`config.mk`:
```
export PLATFORM = sky130hd
export DESIGN_NAME = bus_arbiter
export DESIGN_NICKNAME = d
export VERILOG_FILES = /design/src/rtl/bus_arbiter.sv
export SDC_FILE = /design/constraint.sdc
export NUM_CORES = 1
export LEC_CHECK = 0
export ABC_CLOCK_PERIOD_IN_PS = 4200
export BUFFER_PORTS_ARGS = -buffer_cell sky130_fd_sc_hd__buf_4
export CAP_MARGIN = 10
export CORE_MARGIN = 2
export CORE_UTILIZATION = 49
export DETAILED_ROUTE_END_ITERATION = 16
export GPL_ROUTABILITY_DRIVEN = 0
export PLACE_DENSITY = 0.86
export SLEW_MARGIN = 30
export SYNTH_ARGS = -nofsm -noshare
export SYNTH_HDL_FRONTEND = slang
export SYNTH_SLANG_ARGS = --single-unit
export TNS_END_PERCENT = 100
```
`constraint.sdc`:
```
create_clock -name clk -period 4.2 [get_ports clk]
set_input_delay 0.63 -clock clk [delete_from_list [all_inputs] [get_ports clk]]
set_output_delay 0.63 -clock clk [all_outputs]
set_load 0.05 [all_outputs]
```
`src/rtl/bus_arbiter.sv`:
```
// bus_arbiter: two-master round-robin arbiter driving a single-outstanding bus with wait-state timeout
module bus_arbiter #(
    parameter int TIMEOUT = 16
) (
    input  logic        clk,
    input  logic        rst_n,
    input  logic        m0_req,
    input  logic        m1_req,
    input  logic        m0_wen,
    input  logic        m1_wen,
    input  logic [31:0] m0_addr,
    input  logic [31:0] m1_addr,
    input  logic [31:0] m0_wdata,
    input  logic [31:0] m1_wdata,
    output logic        m0_gnt,
    output logic        m1_gnt,
    output logic        m0_done,
    output logic        m1_done,
    output logic [31:0] m_rdata,
    output logic        m_err,
    output logic [31:0] Bus_addr,
    output logic        Bus_wen,
    output logic [31:0] Bus_wdata,
    output logic        bus_valid,
    input  logic [31:0] Bus_rdata,
    input  logic        bus_ready
);
    typedef enum logic [1:0] {IDLE, BUSY, RESP} state_t;
    localparam logic [7:0] LAST = 8'(TIMEOUT - 1);
    state_t      state_q, state_d;
    logic        owner_q, owner_d, ptr_q, ptr_d, wen_q, wen_d, err_q, err_d;
    logic [7:0]  cnt_q, cnt_d;
    logic [31:0] addr_q, addr_d, wdata_q, wdata_d, rdata_q, rdata_d;
    logic        busy;
    always_comb begin
        state_d = state_q;
        owner_d = owner_q;
        ptr_d   = ptr_q;
        wen_d   = wen_q;
        addr_d  = addr_q;
        wdata_d = wdata_q;
        rdata_d = rdata_q;
        err_d   = err_q;
        cnt_d   = cnt_q;
        m0_gnt  = 1'b0;
        m1_gnt  = 1'b0;
        m0_done = 1'b0;
        m1_done = 1'b0;
        case (state_q)
            IDLE: begin
                // a grant on a reset edge is never accepted, so it is not shown
                m0_gnt = rst_n && m0_req && (!m1_req || !ptr_q);
                m1_gnt = rst_n && m1_req && (!m0_req || ptr_q);
                if (m0_gnt || m1_gnt) begin
                    state_d = BUSY;
                    owner_d = m1_gnt;
                    cnt_d   = 8'd0;
                    wen_d   = m1_gnt ? m1_wen : m0_wen;
                    addr_d  = m1_gnt ? m1_addr : m0_addr;
                    wdata_d = m1_gnt ? m1_wdata : m0_wdata;
                end
            end
            BUSY: begin
                if (bus_ready) begin
                    state_d = RESP;
                    rdata_d = wen_q ? 32'd0 : Bus_rdata;
                    err_d   = 1'b0;
                end else if (cnt_q == LAST) begin
                    state_d = RESP;
                    rdata_d = 32'd0;
                    err_d   = 1'b1;
                end else begin
                    cnt_d = cnt_q + 8'd1;
                end
            end
            RESP: begin
                m0_done = !owner_q;
                m1_done = owner_q;
                ptr_d   = !owner_q;
                state_d = IDLE;
            end
            default: state_d = IDLE;
        endcase
    end
    always_ff @(posedge clk) begin
        if (!rst_n) begin
            state_q <= IDLE;
            owner_q <= 1'b0;
            ptr_q   <= 1'b0;
            wen_q   <= 1'b0;
            err_q   <= 1'b0;
            cnt_q   <= 8'd0;
            addr_q  <= 32'd0;
            wdata_q <= 32'd0;
            rdata_q <= 32'd0;
        end else begin
            state_q <= state_d;
            owner_q <= owner_d;
            ptr_q   <= ptr_d;
            wen_q   <= wen_d;
            err_q   <= err_d;
            cnt_q   <= cnt_d;
            addr_q  <= addr_d;
            wdata_q <= wdata_d;
            rdata_q <= rdata_d;
        end
    end
    assign busy      = (state_q == BUSY);
    assign bus_valid = busy;
    assign Bus_wen   = busy && wen_q;
    assign Bus_addr  = busy ? addr_q : 32'd0;
    assign Bus_wdata = busy ? wdata_q : 32'd0;
    assign m_rdata   = rdata_q;
    assign m_err     = err_q;
endmodule

```
==> results.txt, run 1 <==
initial DRC count: 250
drt pass-1 iters: 6
Syn Inst Count: 514
YS warnings: 0
HP Class: input pin to flip-flop
Worst Hold Depth: 2
Max-Slew Margin vs Limit: 39.02%
async set-reset flop share out of synthesis: 0%
Clock Latency Late Sink: 0.37 ns
clock network fraction of design power: 26.3%
Post-synth EDFFs: 0
CTS Sinks: 110
Clock Tree Buf Depth: 2
cell with the most instances after synthesis: dfxtp_1
critical path arrival: 2.35 ns
Comb pwr share: 23.5%
first-pass GRT wire length: 22780 µm
Root Buffer: clkbuf_8
fin nets: 924
routed wire length per instance: 16.18 µm
Total GRT Usage: 25.25%
Layout fillers: 777
Seq/Total Area, Yosys: 42.86%
Setup Skew: 0.01065 ns
final setup fails: 0
Max Clock Freq: 0.3361 GHz
Slew @ Worst Pin: 0.9147 ns
post-CTS setup repair buffer count: 0
post-route insts no fill: 897
# hold bufs at CTS: 0
setup TNS: 0 ns
die extent in y: 106.4 µm
CTS buffer count: 9
Mean Syn Cell Area: 9.995 µm²
die width: 106.4 µm
Tot Pwr: 2.284 mW
ranking of synthesized cells by area: dfxtp_1 43%, mux2i_1 13%, and2_1 8.0%, a211oi_1 6.7%, a22o_1 5.5%
Post-synth top cells: 110 x dfxtp_1, 70 x nor2_1, 66 x and2_1, 66 x mux2i_1, 46 x a211oi_1
Post-Syn Nets: 682
Detailed Place HPWL: 10880 µm
Final Hold Viols: 0
Congestion Overflow GR: 0
CP Max Fanout: 42
initial core utilization: 50.21%
largest net degree at the start of global routing: 78
net switching power: 699.2 µW
initial antenna violation count: 0
PwrDens: 313.0 nW/µm²
outcome: finished clean
Worst setup SP type: flip-flop
slack of the critical path: 1.224 ns
Remaining DRCs: 0
Post-Syn Area: 5137 µm²
n_diodes: 0
CP endpoint kind: primary output
Finished Cell Area: 7297 µm²
clk slew on worst S/H paths: 0.10 ns
Netlist cell types: 43
Yosys top cell area share: 42.86%
Synth Register Bits: 110
via/cell ratio: 5.307
dominant cell type by area after synthesis: dfxtp_1
area of the multi-input gates: 2646 µm²
Max Cap Viol: 0
I/O Pins: 270
fin crit share: 70.85%
Leak Pwr: 3.620 nW
Cells after DPL: 881
Worst Hold Slack: 0.4680 ns
TritonCTS clock tree: done
vias in the first global route: 4763
worst r2r path cells: 5
Worst Path Required: 3.57 ns
drt total wl: 14510 µm
pre-CTS setup slack: 1.531 ns
crit path kind: flip-flop to primary output
via count: 4760
area growth from synthesis to layout: 42.04%
Pins Over Slew Limit: 0
peak supply drop: 157.0 µV
Post-DP Area: 7113 µm²
Sw Ratio: 30.62%
cts repair resizes: 0
H-tree depth: 3
Util after Layout: 71.32%
register area: 2202 µm²
Detail Route Antenna Nets: 0
Core Area: 10230 µm²
min Tclk post-route: 2.976 ns
RSZ-0062 raised after global routing: no
sequential power share: 50.3%
fraction of layout cells with a size suffix above 1: 42.58%
Rows: 37
Int Pwr: 1.584 mW
die area: 11320 µm²
Port Buf Inserts: 269
ys flop type: dfxtp_1
power by group through the flow:
stage | Combinational (mW) | Clock, mW | Sequential (mW)
final | 0.536 | 0.600 | 1.15
after global routing | 0.576 | 0.661 | 1.16
after CTS | 0.538 | 0.613 | 1.15
after detailed placement | 0.537 | 0 | 1.17
after global placement | 0.520 | 0 | 1.17
after floorplan | 0.307 | 0 | 1.19
registers in the layout, summed over array words and instances, names as in the netlist:
name and flops:
ptr_q 1, wdata_q 32, owner_q 1, addr_q 32
m_err 1, m_rdata 32, state_q 2, cnt_q 8
wen_q 1
final timing paths:
path	startpoint	to	slack (ns)
max	state_q[0]$_SDFFE_PN0P_	Bus_wdata[8]	1.22
min	Bus_rdata[27]	m_rdata[27]$_SDFFE_PN0P_	0.47
max reg2reg	state_q[1]$_SDFFE_PN0P_	addr_q[17]$_SDFFE_PN0P_	1.92
min reg2reg	m_rdata[13]$_SDFFE_PN0P_	m_rdata[13]$_SDFFE_PN0P_	0.48
per-layer routing:
layer  wire length [µm]  share of wire [%]  global-route usage, %
met3               1215                8.4                  7.480
met2               7330                 51                  44.46
met5                  0                  0                      0
met4                374                2.6                  10.53
met1               5589                 39                  28.33
worst max-delay path: stages, from the launching register on:
cell and delay, ns:
dfxtp_1 0.46, nor2b_4 0.63, buf_4 0.46, and2_1 0.20
buf_4 0.20
cells in the final DEF (no fill, tap or decap), types with 2 or more instances in the layout:
| master | netlist | routed |
|---|---|---|
| nor3_1 | 3 | 3 |
| nor3b_2 | 2 | 2 |
| inv_1 | 4 | 3 |
| xor2_1 | 2 | 2 |
| dfxtp_1 | 110 | 110 |
| o211ai_1 | 4 | 4 |
| nor2_1 | 70 | 70 |
| nand2_1 | 3 | 3 |
| and3_1 | 3 | 3 |
| nand4_1 | 3 | 3 |
| a211oi_1 | 46 | 46 |
| nand3_1 | 6 | 6 |
| and2_1 | 66 | 66 |
| buf_4 | 6 | 275 |
| a21oi_1 | 7 | 7 |
| clkbuf_8 | 0 | 10 |
| clkinvlp_4 | 0 | 2 |
| a211oi_2 | 20 | 20 |
| mux2i_1 | 66 | 66 |
| clkinv_4 | 0 | 2 |
| a22o_1 | 32 | 32 |
cell type report:
| cell class | instances | share of cell area [%] |
|---|---|---|
| Multi-Input combinational cell | 355 | 36.27 |
| Sequential cell | 110 | 30.18 |
| Timing Repair Buffer | 276 | 28.50 |
| Tap cell | 136 | 2.332 |
| Clock buffer | 10 | 1.886 |
| Clock inverter | 6 | 0.6344 |
| Inverter | 4 | 0.2058 |
logic make-up after synthesis:
| kind of cell | synth area share (%) |
|---|---|
| AND/OR/NAND/NOR | 17.24 |
| AO/OA/AOI/OAI | 20.26 |
| flip-flops | 42.86 |
| multiplexers | 12.86 |
| buffers and inverters | 6.186 |
| XOR/XNOR | 0.3410 |
| adder cells (fa/ha/maj) | 0.2435 |
(Power assumes the default switching activity.)
==> run 2: changes to the inputs <==
- ABC_CLOCK_PERIOD_IN_PS: 4200 -> 2700
- CORE_UTILIZATION: 49 -> 41
- PLACE_DENSITY: 0.86 -> 0.77
- clock period: 4.2 -> 2.7 ns (I/O delays scaled with it)
==> results.txt, run 2 (synthesis gave the netlist of run 1 again) <==
min Tclk post-route: 2.350 ns
die width: 115.9 µm
sequential power share: 44.4%
RSZ-0062 raised after global routing: no
Rows: 40
Max Clock Freq: 0.4255 GHz
Final Hold Viols: 0
Setup Skew: 0.006942 ns
most frequent cells in the layout: 273 x buf_4, 110 x dfxtp_1, 70 x nor2_1
I/O Pins: 270
Core Area: 12110 µm²
initial core utilization: 42.42%
Clock Tree Buf Depth: 2
commonest non-fill, non-tap cell in the layout: buf_4
area growth from synthesis to layout: 45.74%
die area: 13440 µm²
Detailed Place HPWL: 10170 µm
clk slew on worst S/H paths: 0.07 ns
# hold bufs at CTS: 0
Clock Latency Late Sink: 0.35 ns
HP Class: input pin to flip-flop
cts repair resizes: 0
largest net degree at the start of global routing: 131
setup TNS: 0 ns
Total GRT Usage: 20.24%
PwrDens: 537.1 nW/µm²
post-CTS setup repair buffer count: 0
first-pass GRT wire length: 21470 µm
die extent in y: 115.9 µm
CTS buffer count: 9
net switching power: 1.110 mW
Detail Route Antenna Nets: 0
crit path kind: flip-flop to primary output
Layout fillers: 1006
initial DRC count: 200
n_diodes: 0
Worst Hold Slack: 0.2642 ns
routed wire length per instance: 15.17 µm
CTS Sinks: 110
Slew @ Worst Pin: 0.6869 ns
critical path arrival: 1.95 ns
Congestion Overflow GR: 0
final setup fails: 0
CP endpoint kind: primary output
TritonCTS clock tree: done
via count: 4634
Root Buffer: clkbuf_16
drt pass-1 iters: 4
drt total wl: 14080 µm
Sw Ratio: 27.60%
fin crit share: 87.04%
Worst Path Required: 2.30 ns
Port Buf Inserts: 269
Finished Cell Area: 7487 µm²
initial antenna violation count: 0
peak supply drop: 369.2 µV
Comb pwr share: 20.7%
outcome: finished clean
Remaining DRCs: 0
CP Max Fanout: 73
H-tree depth: 3
via/cell ratio: 4.994
Max Cap Viol: 0
Worst setup SP type: flip-flop
Int Pwr: 2.911 mW
vias in the first global route: 4408
Max-Slew Margin vs Limit: 53.90%
Post-DP Area: 7176 µm²
Tot Pwr: 4.021 mW
Leak Pwr: 3.694 nW
Pins Over Slew Limit: 0
fraction of layout cells with a size suffix above 1: 42.50%
fin nets: 924
clock network fraction of design power: 34.9%
==> run 2: cell types whose count changed in the layout (fill, tap and decap cells not counted), moves of 2 or more <==
cell,delta
clkbuf_8,-10
clkbuf_16,+9
buf_12,+3
buf_4,-2
bufinv_16,+2
clkinv_4,-2
==> run 2: cell type report <==
type                       count  area, µm²  share of cell area (%)
inverter                       4      15.01                  0.2005
timing repair buffer         276       2110                   28.18
tap                          168      210.2                   2.807
sequential                   110       2202                   29.41
clock inverter                 6      86.33                   1.153
multi-input combinational    355       2639                   35.24
clock buffer                   9      225.2                   3.008
==> run 2: critical path: stages (launching register included) <==
cell and delay (ns):
dfxtp_1 0.43, nor2b_4 0.17, buf_4 0.52, and2_1 0.25
buf_4 0.20
==> run 2: stage by stage <==
step	setup WS (ns)	utilization (%)	std cells
after floorplan	0.2147	-	514
after global placement	0.7545	59.25	913
after detailed placement	0.6350	59.25	913
after CTS	0.3452	61.82	928
after global routing	0.2366	61.82	928
final	0.3499	61.82	928
==> run 2: final timing paths <==
check                           cells past startpoint  slack (ns)                        to                startpoint
worst max-delay path                                4        0.35              Bus_wdata[3]   state_q[0]$_SDFFE_PN0P_
worst min-delay path                                2        0.26  m_rdata[23]$_SDFFE_PN0P_             Bus_rdata[23]
worst max register to register                      6        0.62  m_rdata[30]$_SDFFE_PN0P_   state_q[0]$_SDFFE_PN0P_
worst min register to register                      1        0.48  m_rdata[31]$_SDFFE_PN0P_  m_rdata[31]$_SDFFE_PN0P_
==> run 2: routing by layer <==
metal  routed length, µm  track usage (%)
met5                   0                0
met4                 159            5.238
met3                1167            6.956
met2                6884            34.66
met1                5862            24.36
==> run 2: power groups by stage <==
stage / logic, mW / registers (mW) / clock network, mW
3_5_place_dp: 0.838 / 1.82 / 0
2_1_floorplan: 0.477 / 1.86 / 0
4_1_cts: 0.840 / 1.79 / 1.44
3_3_place_gp: 0.822 / 1.82 / 0
6_report: 0.832 / 1.79 / 1.40
5_1_grt: 0.897 / 1.80 / 1.50
==> run 3: changes to the inputs <==
- ABC_AREA: default -> 1
- CORE_UTILIZATION: 41 -> 42
==> results.txt, run 3 <==
Setup Skew: 0.008660 ns
fin nets: 1223
Max Clock Freq: 0.5128 GHz
Post-synth top cells: 226 x nand2_1, 142 x inv_1, 110 x dfxtp_1
Core Area: 12570 µm²
Root Buffer: clkbuf_16
initial core utilization: 42.82%
CTS Sinks: 110
I/O Pins: 270
die width: 117.2 µm
n_diodes: 0
Detailed Place HPWL: 11230 µm
outcome: finished clean
CP endpoint kind: primary output
die extent in y: 117.2 µm
fin crit share: 72.22%
Leak Pwr: 3.975 nW
Hold Startpoint: Bus_rdata[21]
initial antenna violation count: 0
Rows: 41
fraction of layout cells with a size suffix above 1: 29.18%
Post-synth EDFFs: 0
Remaining DRCs: 0
Final Hold Viols: 0
Slew @ Worst Pin: 0.7206 ns
TritonCTS clock tree: done
routed wire length per instance: 12.79 µm
HP Class: input pin to flip-flop
Clock Tree Buf Depth: 2
vias in the first global route: 5289
CP Launch Point: state_q[1]$_SDFFE_PN0P_
min Tclk post-route: 1.950 ns
async set-reset flop share out of synthesis: 0%
post-CTS setup repair buffer count: 0
PwrDens: 557.3 nW/µm²
reg2reg start: cnt_q[0]$_SDFFE_PN0P_
Total GRT Usage: 21.91%
ranking of synthesized cells by area: dfxtp_1 41%, nand2_1 16%, inv_1 9.9%, o211ai_1 9.2%, nand3_1 7.2%
RSZ-0062 raised after global routing: no
CP Max Fanout: 36
Post-Syn Nets: 986
cts repair resizes: 0
Layout fillers: 1190
dominant cell type by area after synthesis: dfxtp_1
Yosys top cell area share: 40.92%
Max-Slew Margin vs Limit: 51.96%
die area: 13730 µm²
Worst setup SP type: flip-flop
setup TNS: 0 ns
Port Buf Inserts: 269
Clock Latency Late Sink: 0.35 ns
peak supply drop: 269.7 µV
Mean Syn Cell Area: 6.579 µm²
clk slew on worst S/H paths: 0.07 ns
via/cell ratio: 4.662
Post-Syn Area: 5381 µm²
largest net degree at the start of global routing: 86
critical path arrival: 1.55 ns
commonest non-fill, non-tap cell in the layout: buf_4
Tot Pwr: 4.337 mW
Detail Route Antenna Nets: 0
drt total wl: 15740 µm
final setup fails: 0
Pins Over Slew Limit: 0
crit path kind: flip-flop to primary output
Syn Inst Count: 818
H-tree depth: 3
# hold bufs at CTS: 0
drt pass-1 iters: 4
CTS buffer count: 9
ys flop type: dfxtp_1
most frequent cells in the layout: 278 x buf_4, 225 x nand2_1, 141 x inv_1
Seq/Total Area, Yosys: 40.92%
first-pass GRT wire length: 24140 µm
initial DRC count: 249
Max Cap Viol: 0
cell with the most instances after synthesis: nand2_1
Congestion Overflow GR: 0
via count: 5739
Worst Path Required: 2.30 ns
YS warnings: 0
area growth from synthesis to layout: 44.59%
Synth Register Bits: 110
Netlist cell types: 23
==> run 3: changes by cell type after synthesis, moves of 32 or more <==
| cell | change |
|---|---|
| and2_1 | -66 |
| mux2i_1 | -66 |
| a211oi_1 | -44 |
| nand3_1 | +71 |
| o211ai_1 | +62 |
| a22o_1 | -32 |
| nand2_1 | +223 |
| inv_1 | +138 |
==> run 3: per-stage QoR <==
stage                     hold slack (ns)  setup WS [ns]  util [%]  cells  instance area, µm²
final                              0.3181         0.7500     61.91   1231                7781
after detailed placement           0.4535         0.7586     59.22   1216                7443
after CTS                          0.3068         0.7284     61.91   1231                7781
after global routing               0.3189         0.5955     61.91   1231                7781
after floorplan                    0.4506         0.4521         -    818                5381
after global placement             0.4475         0.7904     59.22   1216                7443
==> run 3: worst max-delay path, cell delays in order, from the launching register on <==
cell and delay [ns]:
dfxtp_1 0.34, inv_2 0.05, nand2_2 0.07, buf_4 0.36
inv_2 0.15, buf_4 0.23
==> run 3: final cells by class <==
type	count	area (µm²)	share of cell area, %
multi-input cells	506	2360	30.33
flip-flops and latches	110	2202	28.30
repair buffers	279	2107	27.08
inverters	149	559.3	7.188
clock buffers	11	242.7	3.119
well taps	172	215.2	2.766
clock inverters	4	95.09	1.222
==> run 3: path summary, 6_finish.rpt <==
check | depth (start not counted) | to | slack, ns
setup reg to reg | 6 | m_rdata[1]$_SDFFE_PN0P_ | 0.79
setup / recovery | 5 | bus_valid | 0.75
hold reg to reg | 2 | m_rdata[4]$_SDFFE_PN0P_ | 0.46
hold / removal | 3 | m_rdata[21]$_SDFFE_PN0P_ | 0.32
==> run 3: report_power, final <==
group	internal (mW)	total [mW]	switching (mW)	leakage [nW]
logic	0.395	1.00	0.610	2.91
registers	1.76	1.83	0.0732	0.903
clock network	0.926	1.50	0.577	0.166
total	3.08	4.34	1.26	3.97
==> run 3: cell families after synthesis <==
logic type	count (synthesis)	synth area share [%]
flops	110	40.92
buf+inv	202	15.28
simple gates	394	29.62
fa+ha+maj	1	0.2325
compound gates	111	13.95
==> run 3: routing by layer <==
layer	share of wire [%]	vias up	global-route usage, %
li1	-	3010	-
met2	48	198	37.43
met1	42	2498	25.86
met5	0	-	0
met4	3.1	0	10.20
met3	7.6	33	5.458
